[config.mk]
export PLATFORM = sky130hd
export DESIGN_NAME = univ_shift_reg
export DESIGN_NICKNAME = d
export VERILOG_FILES = /design/src/rtl/univ_shift_reg.sv
export SDC_FILE = /design/constraint.sdc
export NUM_CORES = 1
export LEC_CHECK = 0
export BUFFER_PORTS_ARGS = -buffer_cell sky130_fd_sc_hd__buf_4
export CAP_MARGIN = 10
export CORE_MARGIN = 1.5
export CORE_UTILIZATION = 44
export CTS_CLUSTER_DIAMETER = 150
export DETAILED_ROUTE_END_ITERATION = 6
export GPL_ROUTABILITY_DRIVEN = 0
export PLACE_DENSITY = 0.77
export SLEW_MARGIN = 20
export SYNTH_ARGS = -nofsm -noshare
export SYNTH_HDL_FRONTEND = slang
export SYNTH_SLANG_ARGS = --single-unit
[constraint.sdc]
create_clock -name clock -period 1.57 [get_ports clock]
set_input_delay 0.157 -clock clock [delete_from_list [all_inputs] [get_ports clock]]
set_output_delay 0.157 -clock clock [all_outputs]
set_load 0.01 [all_outputs]
[src/rtl/univ_shift_reg.sv]
`default_nettype none
// ============================================================================
//  Module   : univ_shift_reg
//  Purpose  : Parametrised universal shift register. Holds a WIDTH-bit word
//             that can be held, parallel-loaded, shifted or rotated in either
//             direction, or synchronously cleared. Counts shift/rotate
//             operations since the last load/clear/reset (saturating) and
//             flags when that count has reached WIDTH.
//  Revision : 1.0  initial release
// ----------------------------------------------------------------------------
//  Parameters
//    WIDTH       register width in bits (>= 1)
//    CNT_W       width of shift_count (2**CNT_W - 1 >= WIDTH)
//    RESET_VAL   value of q after reset or clear
//  Ports
//    clock        in   1      rising-edge clock
//    resetn       in   1      asynchronous active-low reset
//    enable       in   1      0 = all state holds
//    mode         in   3      000 hold, 001 shr, 010 shl, 011 load,
//                             100 rotr, 101 rotl, 110 clear, 111 hold
//    d            in   WIDTH  parallel load data
//    sin_right    in   1      bit entering the MSB on shift right
//    sin_left     in   1      bit entering the LSB on shift left
//    q            out  WIDTH  register contents
//    sout         out  1      bit that left on the most recent shift/rotate
//    shift_count  out  CNT_W  saturating shift/rotate counter
//    done         out  1      shift_count >= WIDTH
//  Build option
//    USR_ROTATE_EN  defined   : modes 100/101 rotate
//                   undefined : modes 100/101 behave as hold
// ============================================================================
module univ_shift_reg #(
    parameter int                 WIDTH     = 8,
    parameter int                 CNT_W     = 4,
    parameter logic [WIDTH-1:0]   RESET_VAL = '0
) (
    input  logic               clock,
    input  logic               resetn,
    input  logic               enable,
    input  logic [2:0]         mode,
    input  logic [WIDTH-1:0]   d,
    input  logic               sin_right,
    input  logic               sin_left,
    output logic [WIDTH-1:0]   q,
    output logic               sout,
    output logic [CNT_W-1:0]   shift_count,
    output logic               done
);

    // ------------------------------------------------------------------
    // Operation encodings
    // ------------------------------------------------------------------
    localparam logic [2:0] c_MODE_HOLD  = 3'b000;
    localparam logic [2:0] c_MODE_SHR   = 3'b001;
    localparam logic [2:0] c_MODE_SHL   = 3'b010;
    localparam logic [2:0] c_MODE_LOAD  = 3'b011;
    localparam logic [2:0] c_MODE_ROTR  = 3'b100;
    localparam logic [2:0] c_MODE_ROTL  = 3'b101;
    localparam logic [2:0] c_MODE_CLEAR = 3'b110;

    localparam logic [CNT_W-1:0] c_CNT_MAX = {CNT_W{1'b1}};
    // WIDTH expressed one bit wider than the counter so the done compare
    // is unsigned and width-matched.
    localparam logic [CNT_W:0]   c_WIDTH_CNT = (CNT_W+1)'(WIDTH);

    // ------------------------------------------------------------------
    // State
    // ------------------------------------------------------------------
    logic [WIDTH-1:0] r_q;
    logic             r_sout;
    logic [CNT_W-1:0] r_cnt;
    logic             r_done;

    // ------------------------------------------------------------------
    // Candidate next words for each movement. A 1-bit register has no
    // q[WIDTH-2:0] slice, so it gets its own trivial forms.
    // ------------------------------------------------------------------
    logic [WIDTH-1:0] w_shr;
    logic [WIDTH-1:0] w_shl;
    logic [WIDTH-1:0] w_rotr;
    logic [WIDTH-1:0] w_rotl;
    logic             w_lsb;
    logic             w_msb;

    assign w_lsb = r_q[0];
    assign w_msb = r_q[WIDTH-1];

    generate
        if (WIDTH == 1) begin : g_w1
            assign w_shr  = sin_right;
            assign w_shl  = sin_left;
            assign w_rotr = r_q;
            assign w_rotl = r_q;
        end else begin : g_wn
            assign w_shr  = {sin_right, r_q[WIDTH-1:1]};
            assign w_shl  = {r_q[WIDTH-2:0], sin_left};
            assign w_rotr = {r_q[0], r_q[WIDTH-1:1]};
            assign w_rotl = {r_q[WIDTH-2:0], r_q[WIDTH-1]};
        end
    endgenerate

    // ------------------------------------------------------------------
    // Next-state decode
    // ------------------------------------------------------------------
    logic [WIDTH-1:0] w_q_nxt;
    logic             w_sout_nxt;
    logic             w_is_shift;   // movement that bumps the counter
    logic             w_is_zero;    // load/clear: counter and flags restart
    logic [CNT_W-1:0] w_cnt_nxt;
    logic             w_done_nxt;

    always_comb begin
        w_q_nxt    = r_q;
        w_sout_nxt = r_sout;
        w_is_shift = 1'b0;
        w_is_zero  = 1'b0;

        case (mode)
            c_MODE_SHR: begin
                w_q_nxt    = w_shr;
                w_sout_nxt = w_lsb;
                w_is_shift = 1'b1;
            end
            c_MODE_SHL: begin
                w_q_nxt    = w_shl;
                w_sout_nxt = w_msb;
                w_is_shift = 1'b1;
            end
            c_MODE_LOAD: begin
                w_q_nxt    = d;
                w_sout_nxt = 1'b0;
                w_is_zero  = 1'b1;
            end
`ifdef USR_ROTATE_EN
            c_MODE_ROTR: begin
                w_q_nxt    = w_rotr;
                w_sout_nxt = w_lsb;
                w_is_shift = 1'b1;
            end
            c_MODE_ROTL: begin
                w_q_nxt    = w_rotl;
                w_sout_nxt = w_msb;
                w_is_shift = 1'b1;
            end
`else
            // Rotation compiled out: these codes leave every register alone.
            c_MODE_ROTR,
            c_MODE_ROTL: begin
                w_q_nxt    = r_q;
                w_sout_nxt = r_sout;
            end
`endif
            c_MODE_CLEAR: begin
                w_q_nxt    = RESET_VAL;
                w_sout_nxt = 1'b0;
                w_is_zero  = 1'b1;
            end
            c_MODE_HOLD: begin
                w_q_nxt    = r_q;
                w_sout_nxt = r_sout;
            end
            default: begin
                // 111 is reserved and acts as hold.
                w_q_nxt    = r_q;
                w_sout_nxt = r_sout;
            end
        endcase
    end

    // Counter saturates at all-ones and never wraps.
    always_comb begin
        w_cnt_nxt = r_cnt;
        if (w_is_zero) begin
            w_cnt_nxt = '0;
        end else if (w_is_shift && (r_cnt != c_CNT_MAX)) begin
            w_cnt_nxt = r_cnt + 1'b1;
        end
    end

    // done tracks the count that will be stored, so it is valid in the same
    // cycle shift_count shows the new value.
    assign w_done_nxt = ({1'b0, w_cnt_nxt} >= c_WIDTH_CNT);

    // ------------------------------------------------------------------
    // Registers
    // ------------------------------------------------------------------
    always_ff @(posedge clock or negedge resetn) begin
        if (!resetn) begin
            r_q    <= RESET_VAL;
            r_sout <= 1'b0;
            r_cnt  <= '0;
            r_done <= 1'b0;
        end else if (enable) begin
            r_q    <= w_q_nxt;
            r_sout <= w_sout_nxt;
            r_cnt  <= w_cnt_nxt;
            r_done <= w_done_nxt;
        end
    end

    assign q           = r_q;
    assign sout        = r_sout;
    assign shift_count = r_cnt;
    assign done        = r_done;

endmodule
`default_nettype wire

Word level (Yosys, flattened, before mapping)
Index checks and enable logic that the tools add are counted.
W data, S select, Z words.
{"block": "word_totals", "elab_cells": 24, "reg_bits": 14, "output_inout_bits": 14, "inputBits": 16}
{"block": "classes", "n_lt_le_gt_ge": 1, "reduce_logical": 7, "eq_ne": 5, "n_addsub": 1, "muxes": 6}
{"cell": "$pmux W8 S4", "count": 1}
{"cell": "$mux W4", "count": 2}
{"cell": "$eq A3 B2 Y1 const B", "count": 2}
{"cell": "$add A4 B1 Y4 const B", "count": 1}
{"cell": "$ge A4 B4 Y1 const B", "count": 1}
{"cell": "$ne A4 B4 Y1 const B", "count": 1}
{"cell": "$reduce_and A2 Y1", "count": 2}
{"cell": "$reduce_bool A4 Y1", "count": 1}
{"cell": "$reduce_or A2 Y1", "count": 2}
{"cell": "$eq A3 B1 Y1 const B", "count": 1}
{"cell": "$eq A3 B3 Y1 const B", "count": 1}
{"cell": "$pmux W1 S3", "count": 1}
{"cell": "$reduce_bool A3 Y1", "count": 1}
{"cell": "$mux W1", "count": 2}
{"cell": "$logic_and A1 B1 Y1", "count": 1}

Longest topological paths before layout
Gate-level depths: netlist of the first run.
{"block": "depth", "word_depth": 7, "mapped_depth": 6, "depth_no_buf": 5}

Worst setup path before layout of the first run
No wires, ideal clock.
{"block": "synth_path", "path_kind": "register to register", "from": "register r_cnt[0], in the netlist shift_count[0]", "to": "register r_done, in the netlist done", "arrival_ns": 1.496, "period_less_slack_ns": 1.622, "path_stages_with_launch": 6, "setup_ns": 0.126, "path_buffers": 0, "t_required_ns": 1.444, "setup_slack_ns": -0.052, "path_cell_list": "dfrtp_1 > ha_1 > and3_1 > nor4_4 > nor3_1 > a221o_1"}
{"block": "synth_between", "elab_chain_cells": 5, "elab_cells_between_ends": 6, "cone_classes": "add/sub: 1; order compare: 1; eq/ne: 1; mux: 2; reduce/logical: 1"}
{"item": "from (decl)", "line_no": "71", "rtl": "logic [CNT_W-1:0] r_cnt;"}
{"item": "from (signal assigned)", "line_no": "196", "rtl": "r_cnt <= w_cnt_nxt;"}
{"item": "parallel branches: the longest is 2 deep, another holds $add A4 B1 Y4"}
{"item": "$mux W4 (*)", "line_no": "175", "rtl": "end else if (w_is_shift && (r_cnt != c_CNT_MAX)) begin"}
{"item": "$mux W4 (*)", "line_no": "173", "rtl": "if (w_is_zero) begin"}
{"item": "$ge A4 B4 Y1 (*)", "line_no": "182", "rtl": "assign w_done_nxt = ({1'b0, w_cnt_nxt} >= c_WIDTH_CNT);"}
{"item": "to (signal assigned)", "line_no": "197", "rtl": "r_done <= w_done_nxt;"}
{"item": "to (decl)", "line_no": "72", "rtl": "logic r_done;"}
Every way passes the cells marked *.
A chain may end at the register's enable or synchronous reset.

Worst setup path in the final report of the first run
{"block": "layout_path", "from": "register r_cnt[0], in the netlist shift_count[0]", "to": "register r_cnt[0], in the netlist shift_count[0]"}
{"block": "layout_between", "elab_chain_cells": 4, "elab_cells_between_ends": 5, "cone_classes": "add/sub: 1; eq/ne: 1; mux: 2; reduce/logical: 1"}
{"item": "parallel branches: the longest is 2 deep, another holds $add A4 B1 Y4"}
{"item": "$mux W4 (*)", "line_no": "175"}
{"item": "$mux W4 (*)", "line_no": "173"}
Marks and branches as above.

==> results of run 1 <==
==> cell families (layout without fill, tap and decap cells) <==
| logic type | count (synthesis) | count (layout) |
|---|---|---|
| and+or+nand+nor | 33 | 33 |
| AOI/OAI and AO/OA | 28 | 28 |
| DFF | 14 | 14 |
| buffers and inverters | 11 | 45 |
| muxes | 8 | 8 |
| xor gates and xnor gates | 2 | 2 |
| adders and majority gates | 1 | 1 |
==> path summary, 6_finish.rpt <==
check | to | slack, ps | depth (start not counted)
max in group asynchronous | q[6] | 1140 | 2
min | q[7] | 170 | 3
max reg2reg | shift_count[0] | 60 | 5
max | shift_count[0] | 60 | 5
min reg2reg | sout | 530 | 2
min in group asynchronous | shift_count[3] | 250 | 2
==> layout by cell type, fill, tap and decap left out, types with 2 or more instances in the layout <==
master / netlist / layout
a22o_1: 2 / 2
mux2i_1: 7 / 7
buf_4: 1 / 34
clkbuf_4: 0 / 3
dfrtp_1: 14 / 14
nor2b_1: 3 / 3
inv_1: 6 / 6
nor3_1: 3 / 3
a21oi_1: 12 / 12
nand2b_1: 2 / 2
nor2_1: 7 / 7
o21ai_0: 9 / 8
nand2_1: 9 / 9
==> per-layer routing <==
metal  global-route usage  part of all wire
met5                    0                 0
met4               0.0865            0.0084
met3               0.0566             0.053
met2                0.379              0.53
met1                0.243              0.40
==> metrics by stage <==
step / std cells / hold slack (ps) / setup WS [ps] / cell area, um^2 / TNS [ps]
2_1_floorplan: 97 / -139 / 14.4 / 888 / 0
3_3_place_gp: 151 / 17.8 / 47.4 / 1120 / 0
3_5_place_dp: 151 / 17.7 / -49.5 / 1120 / -49.7
4_1_cts: 156 / 169 / 16.1 / 1190 / 0
5_1_grt: 158 / 197 / -28.8 / 1200 / -63.6
6_report: 158 / 173 / 64.7 / 1200 / 0
==> synthesized netlist by cell type <==
master / number / area (um^2)
dfrtp_1: 14 / 350
nor3b_1: 1 / 7.51
nor2b_1: 3 / 18.8
buf_6: 2 / 22.5
a22o_1: 2 / 17.5
a31o_2: 1 / 8.76
nand3_1: 1 / 5.00
o21ai_0: 9 / 45.0
o21ai_2: 1 / 8.76
buf_2: 2 / 10.0
nor4_1: 1 / 6.26
a211oi_1: 1 / 7.51
xor2_1: 1 / 8.76
a21oi_1: 12 / 60.1
inv_1: 6 / 22.5
xnor2_2: 1 / 16.3
nor2_1: 7 / 26.3
nand2b_1: 2 / 12.5
mux2i_1: 7 / 70.1
nand2_1: 9 / 33.8
nor3_2: 1 / 10.0
ha_1: 1 / 12.5
a221o_1: 1 / 10.0
nor3_1: 3 / 15.0
a311oi_1: 1 / 8.76
and2_4: 1 / 8.76
nor3b_2: 1 / 12.5
and3_1: 2 / 12.5
buf_4: 1 / 7.51
mux2_2: 1 / 11.3
nor4_4: 1 / 21.3
==> area by class of cell <==
| type | instances | area share |
|---|---|---|
| sequential | 14 | 0.291 |
| tap | 27 | 0.0281 |
| inverter | 6 | 0.0187 |
| timing repair buffer | 35 | 0.220 |
| clock buffer | 4 | 0.0301 |
| multi-input combinational | 72 | 0.412 |
==> state kept, by name, summed over array words and instances (netlist names) <==
name,cells
q,8
shift_count,4
done,1
sout,1
==> report_power, final <==
part,internal [uW],switching [uW],leakage [uW]
sequential,421,56.2,0.000181
clock,141,127,0.0000210
combinational,208,183,0.000376
==> repair_timing <==
item / CTS / global route
setup endpoints to repair: 3 / 3
gates resized for setup: 4 / 1
pin swaps: 1 / 3
hold buffers: 1 / 0
endpoints found under the hold margin: 14 / 0
buffers inserted: 0 / 2
==> critical path, stage by stage (launching register included) <==
cell,delay [ps]
dfrtp_1,390
ha_2,200
and3_4,200
nor3_4,220
o21ai_1,120
mux2_2,270
==> metrics.cfg, run 1 <==
[drt]
vias_per_cell=5.31
drc=0
vias=839
final_antenna_net_count=0
drt_wl_total_um=2130
routedWlPerCell_um=13.5
first_pass_iters=4
initialDrtViolationCount=15

[cells_and_area]
fin_util=0.626
n_antenna_cell=0
drive_above_1_share=0.366
fill_cells=180
multiInputGateArea_um2=495
area_growth_syn_to_layout_pct=35.5
fin_nets=149
regArea_um2=350

[synthesis]
netlist_area_um2=888
synthCells=97
yosysWarnings=0
synth.mux.area_fraction=0.0915
synth-simple-area-share=0.214
synth_fa_ha_area_frac=0.0141
synth_xor_area_frac=0.0282
synth_top_family_by_area=simple AND/OR/NAND/NOR gates
synth_compound_area_frac=0.187
ys_seq_area_frac=0.394
syn_avg_cell_area_um2=9.16
yosys.cell_types.count=31
synth_nets=114
ys_ff_latch=14

[placed_design]
io_buffers=29
hpwl_um=1570

[clocking]
h-tree-depth=1
clockBufferDepth=2
cts_buffers=3
cts_tree=built
path_clk_slew_ps=90
root_buffer=clkbuf_4
clk_latency_ps=280
cts.sinks=14

[timing]
max_slew_margin=0.793
period_share=0.959
max_freq_mhz=664
hold_viol=0
worst_pin_slew_ps=309
rsz0062_at_grt=true
setup_viol=0
drv_slew=0
period_needed_ps=1510
skew_ps=7.36

[global_route]
gr-total-overflow=0
grt_usage=0.214
grt_pass1_vias=820
grt_pass1_wl_um=3440
antenna_found_initial=0
grt_max_degree=17

[critical_path]
crit_type=flop to flop
end_kind=flop
crit_path_max_fanout=3
critPathRequiredTime_ps=1740
arrival_ps=1680
rr_startpoint=shift_count[0]
start_kind=flop
startpoint=shift_count[0]

[power_and_ir_drop]
ir_worst_vdd_mv=0.447
leakage_uw=0.000578
fin_total_pwr_uw=1140
p_per_area_mw_per_mm2=945

[hold_path]
min-delay-path-class=primary input to flop
hp-start=sin_right

[floorplan]
core-area_mm2=0.00192
rows=16
pin_count=30
start_util=0.462
die_area_mm2=0.00230
die_x_um=47.9
dieHeight_um=47.9

[status]
status=finished clean

[run]
drv_cap=0

Power figures use the tool's default switching activity.
==> run 2, diff against run 1 <==
--- a/config.mk
+++ b/config.mk
@@ -8,11 +8,11 @@
 export BUFFER_PORTS_ARGS = -buffer_cell sky130_fd_sc_hd__buf_4
 export CAP_MARGIN = 10
 export CORE_MARGIN = 1.5
-export CORE_UTILIZATION = 44
+export CORE_UTILIZATION = 35
 export CTS_CLUSTER_DIAMETER = 150
 export DETAILED_ROUTE_END_ITERATION = 6
 export GPL_ROUTABILITY_DRIVEN = 0
-export PLACE_DENSITY = 0.77
+export PLACE_DENSITY = 0.64
 export SLEW_MARGIN = 20
 export SYNTH_ARGS = -nofsm -noshare
 export SYNTH_HDL_FRONTEND = slang
==> metrics.cfg, run 2 (synthesized netlist as in run 1, its figures left out) <==
[status]
status=finished clean

[timing]
period_needed_ps=1480
hold_viol=0
worst_pin_slew_ps=287
max_freq_mhz=674
rsz0062_at_grt=false
period_share=0.945
fin_ws_ps=86.4
max_slew_margin=0.807
drv_slew=0
skew_ps=0.713
whs_ps=155
setup_viol=0

[drt]
drt_wl_total_um=2020
vias_per_cell=5.21
first_pass_iters=4
initialDrtViolationCount=6
routedWlPerCell_um=12.7
vias=829
drc=0
final_antenna_net_count=0

[placed_design]
dpl_worst_slack_ps=-1.96
hpwl_um=1510
io_buffers=29

[cells_and_area]
layout_common_cells=32 x buf_4, 14 x dfrtp_1, 12 x a21oi_1, 9 x nand2_1, 8 x o21ai_0
n_antenna_cell=0
area_growth_syn_to_layout_pct=34.2
largest_reg_flops=8
fin_util=0.490
drive_above_1_share=0.357
mostFrequentLayoutCell=buf_4
fin_nets=147
fill_cells=242

[power_and_ir_drop]
seqPwrFrac=0.431
power_switching_uw=354
p_per_area_mw_per_mm2=936
leakage_uw=0.000567
power_frac_comb=0.334
ir_worst_vdd_mv=0.750
p_clk_frac=0.235
p_int_uw=762
power.share.switching=0.318

[global_route]
grt_pass1_vias=777
gr-total-overflow=0
grt_max_degree=17
grt_pass1_wl_um=3550
grt_usage=0.173
antenna_found_initial=0

[clocking]
path_clk_slew_ps=90
postCtsSetupBuffers=0
root_buffer=clkbuf_4
cts_buffers=3
cts.sinks=14
cts_tree=built
clockBufferDepth=2
h-tree-depth=1
clk_latency_ps=280

[critical_path]
crit_path_max_fanout=3
end_kind=flop
start_kind=flop
critPathRequiredTime_ps=1740
crit_type=flop to flop
arrival_ps=1660

[floorplan]
dieHeight_um=53.4
core-area_mm2=0.00243
die_area_mm2=0.00285
start_util=0.365
die_x_um=53.4
rows=18
pin_count=30

[hold_path]
min-delay-path-class=primary input to flop

[run]
drv_cap=0

## run 2: cell types whose count changed in the layout (fill, tap and decap cells not counted)
cell	before	now
buf_4	34	32
## run 2: power groups by stage
stage	logic [uW]	clock network (uW)	registers [uW]
3_5_place_dp	369	0	488
2_1_floorplan	161	0	509
4_1_cts	375	270	481
6_report	373	262	481
5_1_grt	422	295	494
3_3_place_gp	361	0	486
## run 2: repair_timing
item | CTS | global route
endpoints found under the setup margin | 1 | 3
hold buffers | 1 | 0
gates resized for setup | 3 | 2
pin swaps | 1 | 0
hold endpoints to repair | 14 | 0
## run 2: area by class of cell
cell class	count	area, um^2	share of cell area
multi-input combinational	72	495	0.416
sequential	14	350	0.294
inverter	6	22.5	0.0189
timing repair buffer	33	250	0.210
clock buffer	4	36.3	0.0304
tap	30	37.5	0.0315
## run 2: final timing paths
check | slack, ps | end | depth (start not counted) | startpoint
max reg2reg | 90 | shift_count[0] | 5 | shift_count[0]
min in group asynchronous | 250 | done | 2 | resetn
max | 90 | shift_count[0] | 5 | shift_count[0]
max in group asynchronous | 1150 | q[7] | 2 | resetn
min reg2reg | 520 | sout | 2 | sout
min | 160 | q[7] | 3 | sin_right
## run 2: critical path, stage by stage (launching register included)
cell and delay [ps]:
dfrtp_1 390, ha_2 210, and3_4 200, nor3_4 200, o21ai_1 110, mux2_2 260
## run 2: through the flow
step / TNS [ps] / cell area [um^2] / total power (uW) / instances
after global placement: 0 / 1130 / 846 / 154
after global routing: 0 / 1190 / 1210 / 159
final: 0 / 1190 / 1120 / 159
after floorplan: 0 / 888 / 670 / 97
after detailed placement: -1.96 / 1130 / 857 / 154
after CTS: 0 / 1180 / 1130 / 159
## run 2: routing by layer
layer / share of wire / wire (um) / global-route usage
met5: 0 / 0 / 0
met4: 0 / 0 / 0.0128
met3: 0.067 / 135 / 0.0650
met2: 0.50 / 1010 / 0.298
met1: 0.43 / 876 / 0.210
==> run 3, diff against run 2 <==
--- a/config.mk
+++ b/config.mk
@@ -7,12 +7,12 @@
 export LEC_CHECK = 0
 export BUFFER_PORTS_ARGS = -buffer_cell sky130_fd_sc_hd__buf_4
 export CAP_MARGIN = 10
-export CORE_MARGIN = 1.5
+export CORE_MARGIN = 2
 export CORE_UTILIZATION = 35
 export CTS_CLUSTER_DIAMETER = 150
 export DETAILED_ROUTE_END_ITERATION = 6
 export GPL_ROUTABILITY_DRIVEN = 0
-export PLACE_DENSITY = 0.64
+export PLACE_DENSITY = 0.62
 export SLEW_MARGIN = 20
 export SYNTH_ARGS = -nofsm -noshare
 export SYNTH_HDL_FRONTEND = slang
==> constraint.sdc (replaced) <==
create_clock -name clock -period 1.8 [get_ports clock]
set_input_delay 0.18 -clock clock [delete_from_list [all_inputs] [get_ports clock]]
set_output_delay 0.18 -clock clock [all_outputs]
set_load 0.01 [all_outputs]
==> metrics.cfg, run 3 (synthesized netlist as in run 1, its figures left out) <==
[status]
status=finished clean

[cells_and_area]
fin_nets=145
mostFrequentLayoutCell=buf_4
largest_reg_flops=8
area_growth_syn_to_layout_pct=30.3
final_area_mm2=0.00116
finalNonFillerCells=157
layout_common_cells=30 x buf_4, 14 x dfrtp_1, 12 x a21oi_1, 9 x o21ai_0, 9 x nand2_1
n_antenna_cell=0
drive_above_1_share=0.331

[power_and_ir_drop]
p_per_area_mw_per_mm2=828
power.share.switching=0.324
ir_worst_vdd_mv=0.563
seqPwrFrac=0.445
p_clk_frac=0.241
leakage_uw=0.000561
power_frac_comb=0.314
p_int_uw=648
power_switching_uw=310

[placed_design]
dpl_worst_slack_ps=128
hpwl_um=1580
placed_area_mm2=0.00111
io_buffers=29
dp_cells=152

[clocking]
path_clk_slew_ps=100
h-tree-depth=1
cts_buffers=3
clk_latency_ps=280
cts.sinks=14
clockBufferDepth=2
cts_tree=built
root_buffer=clkbuf_4

[global_route]
grt_pass1_wl_um=3560
antenna_found_initial=0
gr-total-overflow=0
grt_max_degree=17
grt_usage=0.168
grt_pass1_vias=759

[timing]
max_freq_mhz=596
hold_viol=0
whs_ps=178
rsz0062_at_grt=false
max_slew_margin=0.810
period_share=0.932
worst_pin_slew_ps=283
period_needed_ps=1680
drv_slew=0
finalSetupTns_ps=0
setup_viol=0
skew_ps=10.5
fin_ws_ps=123

[floorplan]
start_util=0.365
die_x_um=54.4
dieHeight_um=54.4
die_area_mm2=0.00296
core-area_mm2=0.00243
pin_count=30
rows=18

[critical_path]
cp_slowest_stage_delay_ps=420
crit_chain=ha_1, and3_1, nor4_4, nor3_1, a221o_1
cp_top_family=simple AND/OR/NAND/NOR gates
crit_path_max_fanout=4
crit_cells=5
crit_type=flop to flop
cp_num_buf_inv=0
r2r_setup_slack_ps=120
start_kind=flop
arrival_ps=1850
reg2regPathDepth=5
critPathRequiredTime_ps=1970
cp_slowest_cell=dfrtp_1
end_kind=flop

[drt]
vias_per_cell=5.12
routedWlPerCell_um=13.5
first_pass_iters=4
final_antenna_net_count=0
drt_wl_total_um=2110
vias=804
initialDrtViolationCount=6
drc=0

[hold_path]
min-delay-path-class=primary input to flop
min_path_cells=3

[run]
drv_cap=0

## run 3: changes by cell type in the layout (fill, tap and decap cells not counted)
cell     before  now
and3_1        1    2
and3_4        1    0
buf_4        32   30
ha_1          0    1
ha_2          1    0
nor3_2        0    1
nor3_4        1    0
nor3b_2       0    1
nor3b_4       1    0
o21ai_0       8    9
o21ai_1       1    0
## run 3: path summary, 6_finish.rpt
check                                from        endpoint
max                        shift_count[0]            done
min                             sin_right            q[7]
max reg2reg                shift_count[0]            done
min reg2reg                          sout            sout
max in group asynchronous          resetn            q[5]
min in group asynchronous          resetn  shift_count[3]
## run 3: per-stage QoR
step,power (uW),utilization
final,958,0.476
after global routing,1030,0.476
after CTS,968,0.476
after detailed placement,734,0.457
after global placement,726,0.457
after floorplan,584,-
## run 3: timing repair
item | 4_1_cts | 5_1_grt
gates resized for setup | 0 | 0
setup buffers | 0 | 0
hold endpoints to repair | 14 | 0
hold buffers | 1 | 0
## run 3: layout make-up
cell class | count | area [um^2]
flip-flops and latches | 14 | 350
repair buffers | 31 | 235
multi-input cells | 72 | 475
clock buffers | 4 | 36.3
well taps | 30 | 37.5
inverters | 6 | 22.5
fillers | 259 | 1270
## run 3: worst register-to-register path, cell delays in order (launching register included)
cell and delay [ps]:
dfrtp_1 420, ha_1 240, and3_1 230, nor4_4 330, nor3_1 90, a221o_1 270
## run 3: routing by layer
| metal | track usage | vias up | routed length, um |
|---|---|---|---|
| met3 | 0.0246 | 0 | 98 |
| met2 | 0.285 | 21 | 1020 |
| met1 | 0.221 | 378 | 992 |
| li1 | - | 405 | - |
| met5 | 0 | - | 0 |
| met4 | 0.0500 | 0 | 0 |
## run 3: power by group through the flow
stage | Combinational (uW) | Sequential (uW) | Clock, uW
2_1_floorplan | 140 | 444 | 0
3_3_place_gp | 296 | 430 | 0
3_5_place_dp | 301 | 432 | 0
4_1_cts | 305 | 427 | 236
5_1_grt | 338 | 439 | 256
6_report | 300 | 427 | 231
